**src/rtl/sos_band_scheduler.sv**
```systemverilog
// Time-multiplexes one shared biquad engine across NUM_BANDS cascades of NUM_SECTIONS sections.
// Optional engine-response watchdog enabled by defining SOS_SCHED_TIMEOUT_EN.
module sos_band_scheduler #(
  parameter int WORD_SIZE    = 16,
  parameter int ACCUM_SIZE   = 32,
  parameter int NUM_BANDS    = 4,
  parameter int NUM_SECTIONS = 4,
  parameter int OUT_SHIFT    = 0,
  parameter int TIMEOUT      = 64
) (
  input  logic                         inClock,
  input  logic                         rst,
  input  logic signed [WORD_SIZE-1:0]  inData,
  input  logic                         inValid,
  output logic                         inReady,
  output logic                         secStart,
  output logic [3:0]                   secBand,
  output logic [3:0]                   secSection,
  output logic signed [ACCUM_SIZE-1:0] secData,
  input  logic                         secDone,
  input  logic signed [ACCUM_SIZE-1:0] secResult,
  output logic                         outValid,
  output logic [3:0]                   outBand,
  output logic signed [WORD_SIZE-1:0]  outData,
  output logic                         overrun,
  input  logic                         clrOverrun,
  output logic                         error
);

  // state | meaning
  // IDLE  | ready for a sample
  // ISSUE | secStart pulse for current band/section
  // WAIT  | waiting for engine result (or watchdog)
  // EMIT  | outValid with saturated band result
  typedef enum logic [1:0] {IDLE, ISSUE, WAIT, EMIT} state_t;

  localparam logic signed [ACCUM_SIZE-1:0] SAT_MAX =
    {{(ACCUM_SIZE-WORD_SIZE+1){1'b0}}, {(WORD_SIZE-1){1'b1}}};
  localparam logic signed [ACCUM_SIZE-1:0] SAT_MIN = ~SAT_MAX;

  state_t state_q, state_d;
  logic [3:0] band_q, sec_q, sec_band_q, sec_section_q, out_band_q;
  logic signed [WORD_SIZE-1:0]  sample_q, out_data_q, sat_data;
  logic signed [ACCUM_SIZE-1:0] acc_q, sec_data_q, shifted, in_ext, sample_ext;
  logic last_sec, last_band, timed_out, pass_done, overrun_q;

  assign in_ext     = {{(ACCUM_SIZE-WORD_SIZE){inData[WORD_SIZE-1]}}, inData};
  assign sample_ext = {{(ACCUM_SIZE-WORD_SIZE){sample_q[WORD_SIZE-1]}}, sample_q};
  assign last_sec   = (sec_q == 4'(NUM_SECTIONS-1));
  assign last_band  = (band_q == 4'(NUM_BANDS-1));
  assign pass_done  = secDone || timed_out;
  assign shifted    = acc_q >>> OUT_SHIFT;

  always_comb begin
    sat_data = shifted[WORD_SIZE-1:0];
    if (shifted > SAT_MAX)      sat_data = SAT_MAX[WORD_SIZE-1:0];
    else if (shifted < SAT_MIN) sat_data = SAT_MIN[WORD_SIZE-1:0];
  end

  always_ff @(posedge inClock or negedge rst) begin
    if (!rst) state_q <= IDLE;
    else      state_q <= state_d;
  end

  always_comb begin
    state_d  = state_q;
    inReady  = 1'b0;
    secStart = 1'b0;
    outValid = 1'b0;
    case (state_q)
      IDLE: begin
        inReady = 1'b1;
        if (inValid) state_d = ISSUE;
      end
      ISSUE: begin
        secStart = 1'b1;
        state_d  = WAIT;
      end
      WAIT: if (pass_done) state_d = last_sec ? EMIT : ISSUE;
      EMIT: begin
        outValid = 1'b1;
        state_d  = last_band ? IDLE : ISSUE;
      end
      default: state_d = IDLE;
    endcase
  end

  // Engine-side and result-side fields are live during their strobe and held afterwards.
  assign secBand    = (state_q == ISSUE) ? band_q : sec_band_q;
  assign secSection = (state_q == ISSUE) ? sec_q  : sec_section_q;
  assign secData    = (state_q == ISSUE) ? acc_q  : sec_data_q;
  assign outBand    = (state_q == EMIT)  ? band_q : out_band_q;
  assign outData    = (state_q == EMIT)  ? sat_data : out_data_q;
  assign overrun    = overrun_q;

  always_ff @(posedge inClock or negedge rst) begin
    if (!rst) begin
      band_q        <= '0;
      sec_q         <= '0;
      sample_q      <= '0;
      acc_q         <= '0;
      sec_band_q    <= '0;
      sec_section_q <= '0;
      sec_data_q    <= '0;
      out_band_q    <= '0;
      out_data_q    <= '0;
      overrun_q     <= 1'b0;
    end else begin
      if (inValid && state_q != IDLE) overrun_q <= 1'b1;
      else if (clrOverrun)            overrun_q <= 1'b0;
      case (state_q)
        IDLE: if (inValid) begin
          sample_q <= inData;
          acc_q    <= in_ext;
          band_q   <= '0;
          sec_q    <= '0;
        end
        ISSUE: begin
          sec_band_q    <= band_q;
          sec_section_q <= sec_q;
          sec_data_q    <= acc_q;
        end
        WAIT: if (pass_done) begin
          acc_q <= secDone ? secResult : '0;
          if (!last_sec) sec_q <= sec_q + 4'd1;
        end
        EMIT: begin
          out_band_q <= band_q;
          out_data_q <= sat_data;
          if (!last_band) begin
            band_q <= band_q + 4'd1;
            sec_q  <= '0;
            acc_q  <= sample_ext;
          end
        end
        default: ;
      endcase
    end
  end

`ifdef SOS_SCHED_TIMEOUT_EN
  localparam int TW = $clog2(TIMEOUT+1);
  logic [TW-1:0] timer_q;
  logic          error_q;

  assign timed_out = (state_q == WAIT) && !secDone && (timer_q == '0);
  assign error     = error_q;

  always_ff @(posedge inClock or negedge rst) begin
    if (!rst) begin
      timer_q <= '0;
      error_q <= 1'b0;
    end else begin
      if (state_q == ISSUE)
        timer_q <= TW'(TIMEOUT-1);
      else if (state_q == WAIT && !secDone && timer_q != '0)
        timer_q <= timer_q - TW'(1);
      if (timed_out) error_q <= 1'b1;
    end
  end
`else
  assign timed_out = 1'b0;
  assign error     = 1'b0;
`endif

endmodule

```
**config.mk**
```make
export PLATFORM = sky130hd
export DESIGN_NAME = sos_band_scheduler
export DESIGN_NICKNAME = d
export VERILOG_FILES = /design/src/rtl/sos_band_scheduler.sv
export SDC_FILE = /design/constraint.sdc
export NUM_CORES = 1
export LEC_CHECK = 0
export CAP_MARGIN = 20
export CORE_ASPECT_RATIO = 1.25
export CORE_UTILIZATION = 30
export DETAILED_ROUTE_END_ITERATION = 8
export HOLD_SLACK_MARGIN = 0.08
export PLACE_DENSITY_LB_ADDON = 0.2
export RECOVER_POWER = 25
export SYNTH_ARGS = -nofsm -noshare
export SYNTH_HDL_FRONTEND = slang
export SYNTH_SLANG_ARGS = --single-unit
```
**constraint.sdc**
```tcl
create_clock -name inClock -period 5.73 [get_ports inClock]
set_input_delay 1.146 -clock inClock [delete_from_list [all_inputs] [get_ports inClock]]
set_output_delay 1.146 -clock inClock [all_outputs]
set_load 0.05 [all_outputs]
```
# Word level (Yosys, flattened, before mapping)
# Index checks and enable logic that the tools add are counted.
dict set report op_classes {
  reduce_logical 11
  add_sub_neg 2
  n_lt_le_gt_ge 2
  shifts 0
  div 0
  bitwise 0
  multipliers 0
  n_eq_ne 9
  muxes 28
}
# cell n
set ops {}
lappend ops {{two-way mux 32 bit} 4}
lappend ops {{case mux 32 bit (3 select lines)} 1}
lappend ops {{two-way mux 16 bit} 3}
lappend ops {{> comparator 32 x 16 -> 1 bit, second input constant} 1}
lappend ops {{< comparator 32 x 16 -> 1 bit, second input constant} 1}
lappend ops {{two-way mux 4 bit} 8}
lappend ops {{case mux 4 bit (3 select lines)} 1}
lappend ops {{adder 4 x 1 -> 4 bit, second input constant} 2}
lappend ops {{== test 4 x 2 -> 1 bit, second input constant} 2}
lappend ops {{inequality test 2 bit, second input constant} 4}
lappend ops {{case mux 2 bit (4 select lines)} 1}
lappend ops {{case mux 4 bit (2 select lines)} 1}
lappend ops {{two-way mux 1 bit} 6}
lappend ops {{two-way mux 2 bit} 3}
lappend ops {{nonzero test 2 bit} 3}
lappend ops {{AND reduction 5 bit} 1}
lappend ops {{== test 2 bit, second input constant} 2}
lappend ops {{AND reduction 2 bit} 2}
lappend ops {{AND reduction 4 bit} 1}
lappend ops {{AND reduction 3 bit} 1}
lappend ops {{nonzero test 3 bit} 1}
lappend ops {{== test 2 x 1 -> 1 bit, second input constant} 1}
lappend ops {{zero test 2 bit} 1}
lappend ops {{logical AND 1 bit} 1}
dict set report word_totals {
  memories 0
  ff_bits 119
  ramBits 0
  inputBits 53
  out_inout_bits 65
  latchBits 0
  romBits 0
}

# Depth between registers and ports, before layout
dict set report depth {
  depth_word 4
  mapped_depth 8
}

# Least setup slack after synthesis
# OpenSTA, ideal clock, no wires.
dict set report synth_path {
  path_kind {register -> output}
  start {register acc_q[26]}
  end {output port outData[15]}
  t_arrival_ns 2.317
  t_required_ns 4.584
  path_slack_ns 2.267
  n_path_buf 1
  path_stages_with_launch 6
  path_cell_list {dfrtp_1 > nor4_1 > and4_1 > nor3_2 > buf_2 > a211oi_1}
}
dict set report synth_via {
  elab_chain_cells 4
  elab_cells_between_ends 5
  cone_classes {order compare (2); mux (3)}
}
# element line_no
set synth_lines {}
lappend synth_lines {{start, declared} 44} ;# logic signed [ACCUM_SIZE-1:0] acc_q, sec_data_q, shifted, in_ext, sample_ext;
lappend synth_lines {{start signal, assigned} 114} ;# acc_q <= in_ext;
lappend synth_lines {{start signal, assigned} 124} ;# acc_q <= secDone ? secResult : '0;
lappend synth_lines {{start signal, assigned} 133} ;# acc_q <= sample_ext;
lappend synth_lines {{< comparator 32 x 16 -> 1 bit} 57} ;# else if (shifted < SAT_MIN) sat_data = SAT_MIN[WORD_SIZE-1:0];
lappend synth_lines {{two-way mux 16 bit} 57}
lappend synth_lines {{two-way mux 16 bit *} 56} ;# if (shifted > SAT_MAX) sat_data = SAT_MAX[WORD_SIZE-1:0];
lappend synth_lines {{two-way mux 16 bit *} 93} ;# assign outData = (state_q == EMIT) ? sat_data : out_data_q;
lappend synth_lines {{end, declared} 24} ;# output logic signed [WORD_SIZE-1:0] outData,
# Every way passes the cells marked *; elsewhere a longest branch is shown, timed or not.

# Worst setup path after layout
dict set report layout_path {
  start {register state_q[0]}
  end {output port outData[9]}
}
dict set report layout_via {
  elab_chain_cells 2
}
# element line_no
set layout_lines {}
lappend layout_lines {{start, declared} 41} ;# state_t state_q, state_d;
lappend layout_lines {{start signal, assigned} 62} ;# else state_q <= state_d;
lappend layout_lines {{== test 2 bit} 93}
lappend layout_lines {{two-way mux 16 bit} 93}
# No other way between the ends.

==> impl_metrics.yaml <==
status:
  outcome: "finished, violations left"
  violations: "capacitance limit, slew limit"
die:
  start_util_pct: 30.5
  io_pins: 118
  die_y_um: 148
  fp.dieArea_um2: 17600
  rows: 53
  core_area_um2: 16800
  die_x_um: 119
synth:
  synth_cell_type_count: 45
  synth_edf_count: 0
  synth_top_area_cell: "dfrtp_1"
  synth-main-ff-cell: "dfrtp_1"
  netlist_area_um2: 5120
  async_flop_share_pct: 100
  synth_top_area_share_pct: 58.1
  syn-num-nets: 478
  yosysSeqAreaShare_pct: 58.1
  yosys_warnings: 0
  ys_ff_latch: 119
  syn_avg_cell_area_um2: 12.1
  synth_cells: 423
  synth_area_leaders: "dfrtp_1 (58%), mux2_2 (13%), o21ai_0 (4.9%)"
critical_path:
  worst-path-max-fanout: 22
  cp-start-kind: "register"
  required_ns: 4.58
  crit_type: "register to output port"
  crit_arrival_ns: 3.94
  critPathCaptureType: "output port"
placed_design:
  portBuffers: 116
  place_inst: 733
  place.gp.congestion: 0.788
  place_area_um2: 6400
  dp_hpwl_um: 9360
timing:
  maxSlewHeadroom_pct: -19.1
  fin_setup_tns_ns: 0
  fin_crit_sh_pct: 88.7
  max_freq_mhz: 197
  finalClockSkew_ns: 0.00811
  setup_viol: 0
  rsz0062_at_grt: "no"
  finalMaxSlewViolations: 31
  fin_crit_ns: 5.08
  hold_violations: 0
  worst_pin_slew_ns: 1.79
cts:
  cts.sinks: 119
  htree_num_levels: 4
  cts_buffers: 17
  cts_resized: 0
  cts_tree: "yes"
  postCtsSetupBuffers: 0
  clk_latency_ns: 0.41
  clock_path_buffers: 2
  cts-root-buf: "clkbuf_16"
  clk_pin_slew_ns: 0.05
  cts_hold_buf: 0
global_routing:
  track_usage_pct: 15.8
  grt_pass1_vias: 3789
  grt_overflow: 0
  antenna_found_initial: 0
  grt_max_degree: 88
  grt_pass1_wl_um: 20900
detailed_routing:
  ant_nets: 0
  num_vias: 3662
  wirelength_um: 13100
  dr.pass1.iters: 6
  wire_per_inst_um: 17.2
  drt-initial-drc-count: 151
  drc: 0
  routed_via_density: 4.78
layout:
  nNetsFinal: 588
  instances_no_fill: 766
  area_growth_pct: 36.8
  fin_area_um2: 7010
  final_common_cell: "dfrtp_1"
  n_antenna_cell: 0
  drive_above_1_share_pct: 21.1
  layout_common_cells: "dfrtp_1 (119), clkdlybuf4s50_1 (108), mux2_2 (59), nand2_1 (50), o21ai_0 (50)"
  final_core_util_pct: 41.8
hold_path:
  hold_class: "register to register"
flow_run:
  maxCapViolations: 1
==> layer usage <==
metal	track usage (%)	wire length, um
met1	19.7	5790
met2	26.0	6650
met3	4.06	433
met4	6.84	264
met5	0	0
==> state kept, by name (all words and copies together) (netlist names) <==
signal	count
overrun	1
acc_q	32
band_q	4
sec_band_q	4
sec_data_q	32
sample_q	16
sec_section_q	4
out_data_q	16
out_band_q	4
sec_q	4
state_q	2
==> final cells by class <==
class                      instances  area, um2
clock buffer                      24        492
fill                            1620       9770
clock inverter                     8       95.1
inverter                           7       26.3
tap                              220        275
timing repair buffer             122       1200
sequential                       119       2980
multi-input combinational        266       1940
==> path summary, 6_finish.rpt <==
kind	depth (start not counted)	start	end	slack, ns
worst max-delay path	4	state_q[0]$_DFFE_PN0P_	outData[9]	0.65
worst min-delay path	1	sec_data_q[22]$_DFF_PN0_	sec_data_q[22]$_DFF_PN0_	0.50
worst max register to register	3	state_q[0]$_DFFE_PN0P_	out_data_q[2]$_DFF_PN0_	2.94
worst min register to register	1	sec_data_q[22]$_DFF_PN0_	sec_data_q[22]$_DFF_PN0_	0.50
max in group asynchronous	3	rst	acc_q[6]$_DFFE_PN0P_	2.97
min in group asynchronous	1	rst	out_data_q[9]$_DFF_PN0_	1.20
==> cells by family after synthesis <==
kind of cell | count (synthesis) | share of synthesized area (%)
compound gates | 98 | 12.2
xor+xnor | 3 | 0.513
fa+ha+maj | 2 | 0.488
buf+inv | 38 | 4.30
flops | 119 | 58.1
mux | 74 | 15.9
other cells | 1 | 0.0732
simple gates | 88 | 8.47
==> synth_stat cells, types with 2 or more instances <==
| library cell | n |
|---|---|
| nand4_1 | 6 |
| nand3_1 | 2 |
| xor2_1 | 2 |
| inv_1 | 7 |
| a221o_2 | 6 |
| o31ai_1 | 2 |
| a221o_1 | 9 |
| o21ai_0 | 50 |
| nor4_1 | 5 |
| nand4bb_1 | 2 |
| dfrtp_1 | 119 |
| nand2_1 | 50 |
| nand2b_1 | 3 |
| a21oi_1 | 23 |
| a211oi_1 | 2 |
| mux2_2 | 59 |
| ha_1 | 2 |
| buf_4 | 6 |
| nor2_1 | 7 |
| buf_6 | 3 |
| clkbuf_1 | 2 |
| nor3_1 | 2 |
| mux2i_1 | 15 |
| buf_2 | 18 |
==> metrics by stage <==
stage | setup slack, ns | hold WS (ns)
floorplan | 2.27 | 0.467
global placement | 1.29 | 0.481
detailed placement | 1.08 | 0.485
CTS | 0.605 | 0.498
global route | 0.383 | 0.514
finish | 0.649 | 0.496
==> critical path: stages, from the launching register on <==
cell and delay [ns]:
dfrtp_1 0.69, nand2_1 0.69, nor3_2 1.05, a221o_1 0.26, clkdlybuf4s50_1 0.83
Power is left out: the tool's default activity adds up to more than one toggle a clock period on the data nets, which glitch-free logic cannot reach.
==> RTL edit 1, RTL diff (config.mk and constraints unchanged) <==
The option `SOS_SCHED_TIMEOUT_EN` is turned on by a define.
--- a/src/rtl/sos_band_scheduler.sv
+++ b/src/rtl/sos_band_scheduler.sv
@@ -1,5 +1,7 @@
 // Time-multiplexes one shared biquad engine across NUM_BANDS cascades of NUM_SECTIONS sections.
 // Optional engine-response watchdog enabled by defining SOS_SCHED_TIMEOUT_EN.
+`define SOS_SCHED_TIMEOUT_EN
+
 module sos_band_scheduler #(
   parameter int WORD_SIZE    = 16,
   parameter int ACCUM_SIZE   = 32,
Function: no difference found for any inputs over 10 cycles, from zero or initial values and one cycle with rst low; that may be too few to reach the edited logic, so the function may still have changed.
==> RTL edit 1 against the original RTL <==
The run still ends with max-capacitance violations, max-slew violations left. Cell area grew 8.1%. Clock skew about the same. Worst setup slack gained 660 ps. Area after synthesis grew 9.2%. Global-route usage up 0.58 points. Sequential cell count grew 8. Register-to-register slack gained 120 ps. Worst hold slack worse by 26 ps. Wire length grew 12%.
==> RTL edit 1: results (changes against the original RTL) <==
STA
- **clock skew** 8.00 ps, -0.107 ps
- **final slew viol count** 49, +58%
- **headroom to the max-slew limit** -0.761, -0.570

Run status
- **run status** finished with violations
- **violated checks** max-capacitance violations, max-slew violations

Logic synthesis
- **nets in the synthesized netlist** 611, +28%
- **fraction of the yosys area taken by sequential cells** 0.568, -0.0129
- **Synth Area in Compound Gates** 0.0989, -0.0227
- **proportion of synthesized area in mux cells** 0.102, -0.0565
- **post-synthesis share of cell area spent on xor and xnor gates** 0.00626, +0.00114
- **top area cells in the synthesized netlist** dfrtp_1 (57%), nand2_1 (9.1%), mux2_2 (6.8%)
- **top cells by instance count after synthesis** nand2_1 (135), dfrtp_1 (127), a21oi_1 (47)
- **share of synthesized cell area in full adder, half adder and majority cells** 0.00895, +0.00406
- **count of unique library cells instantiated by Yosys** 48, +6.7%

GRT
- **global-route wire length before repair** 23.6 mm, +13%
- **pin count of the biggest net entering global routing** 63, -28%
- **global-route total usage across every layer** 0.164, +0.00580

Clocking
- **Post-CTS Repair Setup Buffers** 0, unchanged

Setup path
- **maximum fanout count along the critical path** 16, -27%
- **worst reg-to-reg setup slack** 3060 ps, +120 ps
- **launch point of the worst reg-to-reg path** timer_q[0]

Flow run
- **Maximum Capacitance Violations** 1, unchanged

Final layout
- **share of final-layout standard cells stronger than drive strength 1** 0.122, -0.0886
- **final-stage net count** 725, +23%
- **fill count** 1817, +12%

Drt
- **WL final** 14.8 mm, +12%
- **per-cell via count in the routed design** 4.78, about the same
- **drt first pass iters** 4, -2
- **First DRT Iteration DRCs** 294, +95%

Placement
- **sum of net half-perimeters after detailed placement** 10.2 mm, +9.2%
- **global placer's final weighted congestion** 0.784, -0.51%
- **port bufs** 117, +0.86%

Min path
- **startpoint of the lowest-slack hold path** sec_data_q[27]

-- RTL edit 1: final timing paths --
| path | depth (start not counted) | to |
|---|---|---|
| max | 6 | outData[15] |
| min | 2 | sec_data_q[27] |
| max reg2reg | 7 | acc_q[22] |
| min reg2reg | 2 | sec_data_q[27] |
| max in group asynchronous | 2 | acc_q[14] |
| min in group asynchronous | 1 | timer_q[5] |
-- RTL edit 1: kinds of logic (layout without fill, tap and decap cells) --
kind of cell    Yosys count  after routing
simple gates            218            218
xor+xnor                  4              4
mux                      53             53
fa+ha+maj                 4              4
flops                   127            127
buf+inv                  54            180
compound gates           94             94
-- RTL edit 1: stage by stage --
stage / std cells / instance area [sq um] / hold slack, ps / setup WS [ps] / power, mW
final: 908 / 7580 / 470 / 1310 / 5.42
after global routing: 908 / 7580 / 497 / 1080 / 5.76
after CTS: 908 / 7590 / 473 / 1540 / 5.50
after detailed placement: 877 / 6990 / 457 / 2010 / 4.39
after global placement: 877 / 6990 / 447 / 2050 / 4.34
after floorplan: 554 / 5590 / 481 / 2260 / 3.46
-- RTL edit 1: cell type report --
type	instances	share of cell area
clock buffer	20	0.0603
timing repair buffer	127	0.163
tap	228	0.0376
sequential	127	0.419
multi-input combinational	373	0.290
clock inverter	11	0.0185
inverter	22	0.0109
-- RTL edit 1: layer usage --
layer | GRT usage | up-vias | share of wire
met5 | 0 | - | 0
met4 | 0.0612 | 0 | 0.013
met3 | 0.0520 | 11 | 0.062
met2 | 0.268 | 128 | 0.49
met1 | 0.200 | 2097 | 0.43
li1 | - | 2101 | -
-- RTL edit 1: power breakdown --
part | switching, mW | internal [mW]
Sequential | 0.208 | 1.28
Clock | 0.383 | 0.701
Combinational | 1.88 | 0.971
-- RTL edit 1: critical path, cell delays in order, from the launching register on --
cell             delay (ps)
dfrtp_1                 400
nor4_1                  410
nand4_1                 160
a21oi_1                 170
clkbuf_1                610
a22o_1                  260
clkdlybuf4s50_1         850
==> RTL edit 2, RTL diff (same settings) <==
Without the edit above. The 4 states of `state_t` get a Gray code encoding in 2 bits.
--- a/src/rtl/sos_band_scheduler.sv
+++ b/src/rtl/sos_band_scheduler.sv
@@ -32,7 +32,7 @@
   // ISSUE | secStart pulse for current band/section
   // WAIT  | waiting for engine result (or watchdog)
   // EMIT  | outValid with saturated band result
-  typedef enum logic [1:0] {IDLE, ISSUE, WAIT, EMIT} state_t;
+  typedef enum logic [1:0] {IDLE = 2'b00, ISSUE = 2'b01, WAIT = 2'b11, EMIT = 2'b10} state_t;
 
   localparam logic signed [ACCUM_SIZE-1:0] SAT_MAX =
     {{(ACCUM_SIZE-WORD_SIZE+1){1'b0}}, {(WORD_SIZE-1){1'b1}}};
Check against the original RTL: same outputs for any inputs over 10 cycles, from zero or initial values and one cycle with rst low; not proved beyond that.
==> RTL edit 2 against the original RTL <==
Area after synthesis increased by 0.88%. Maximum frequency increased by 12%. Sequential cell count unchanged. Cell area increased by 0.79%. Worst setup slack improved by 550 ps. Sequential share of layout area decreased by 0.31 points. First-iteration DRC count decreased by 24%. Critical path depth increased by 1. Wire length increased by 0.43%. Die area increased by 0.86%. Global-route usage increased by 0.11 points. Critical path type unchanged.
Power is not shown: default switching activity piles up to over one toggle a cycle in this logic, so the estimate is an artifact.
==> RTL edit 2: results (changes against the original RTL) <==
Drt
- **number of vias after detailed routing** 3669, +0.19%
- **First DRT Iteration DRCs** 115, -24%

Setup path
- **reg2reg end** out_data_q[9]
- **worst reg-to-reg setup slack** 2900 ps, -40 ps
- **maximum fanout count along the critical path** 34, +55%
- **Reg2Reg Depth** 4, +1
- **data arrival time of the critical path** 3390 ps, -550 ps

GRT
- **pin count of the biggest net entering global routing** 69, -22%
- **met1 layer usage reported by global route** 0.197, +0.000560
- **global-route total usage across every layer** 0.159, +0.00113
- **GR Layer Usage met2** 0.271, +0.0104
- **Global Route met3 Usage** 0.0356, -0.00509
- **via count of the first global-routing pass** 3876, +2.3%

Min path
- **Endpoint, Worst Hold** out_band_q[0]
- **hold depth** 2, +1

Placement
- **post-placement worst setup slack** 1540 ps, +464 ps
- **sum of net half-perimeters after detailed placement** 9.03 mm, -3.5%

Logic synthesis
- **fraction of the yosys area taken by sequential cells** 0.576, -0.00506
- **nets in the synthesized netlist** 487, +1.9%
- **top area cells in the synthesized netlist** dfrtp_1 (58%), mux2_2 (12%), mux2i_1 (6.6%)
- **count of unique library cells instantiated by Yosys** 44, -2.2%

Final layout
- **fill count** 1658, +2.3%
- **share of final-layout standard cells stronger than drive strength 1** 0.232, +0.0210
- **final-stage net count** 599, +1.9%

Run status
- **run status** finished clean

-- RTL edit 2: cell count changes after synthesis, sizes merged, moves of 6 or more --
cell    change
o21ai      -25
mux2i      +19
inv        +17
nand2      -14
nor2       +14
a21oi      +13
buf         -8
clkbuf      +7
mux2        -6
-- RTL edit 2: kinds of logic (layout without fill, tap and decap cells) --
family	count (synthesis)	after routing	synth area share
AOI/OAI and AO/OA	82	82	0.106
muxes	87	87	0.181
xor gates and xnor gates	3	3	0.00508
other	1	1	0.000725
DFF	119	119	0.576
buffers and inverters	54	179	0.0491
and+or+nand+nor	84	84	0.0774
adders and majority gates	2	2	0.00484
-- RTL edit 2: worst max path at each step --
stage / cells after the start / endpoint / slack [ps] / start
finish: 5 / outBand[1] / 1190 / state_q[0]
global route: 5 / outBand[2] / 960 / state_q[0]
CTS: 5 / outBand[1] / 1110 / state_q[0]
detailed placement: 5 / outBand[1] / 1540 / state_q[0]
global placement: 5 / outBand[2] / 1590 / state_q[0]
floorplan: 8 / outData[15] / 2060 / state_q[0]
-- RTL edit 2: through the flow --
stage	instance area, sq um	cells	hold WS [ps]
floorplan	5170	432	480
global placement	6460	744	472
CTS	7060	777	479
global route	7060	777	505
finish	7060	777	468
detailed placement	6470	745	466
-- RTL edit 2: area by class of cell --
type                            instances  area share
Multi-Input combinational cell        259       0.276
Clock inverter                          7      0.0129
Inverter                               24      0.0128
Clock buffer                           25      0.0716
Timing Repair Buffer                  123       0.166
Tap cell                              220      0.0390
Sequential cell                       119       0.422
-- RTL edit 2: worst max-delay path, stage by stage (launching register included) --
cell	delay [ps]
dfrtp_2	900
nand2b_1	710
buf_4	340
nand2_1	70
o21ai_0	100
clkdlybuf4s50_1	840
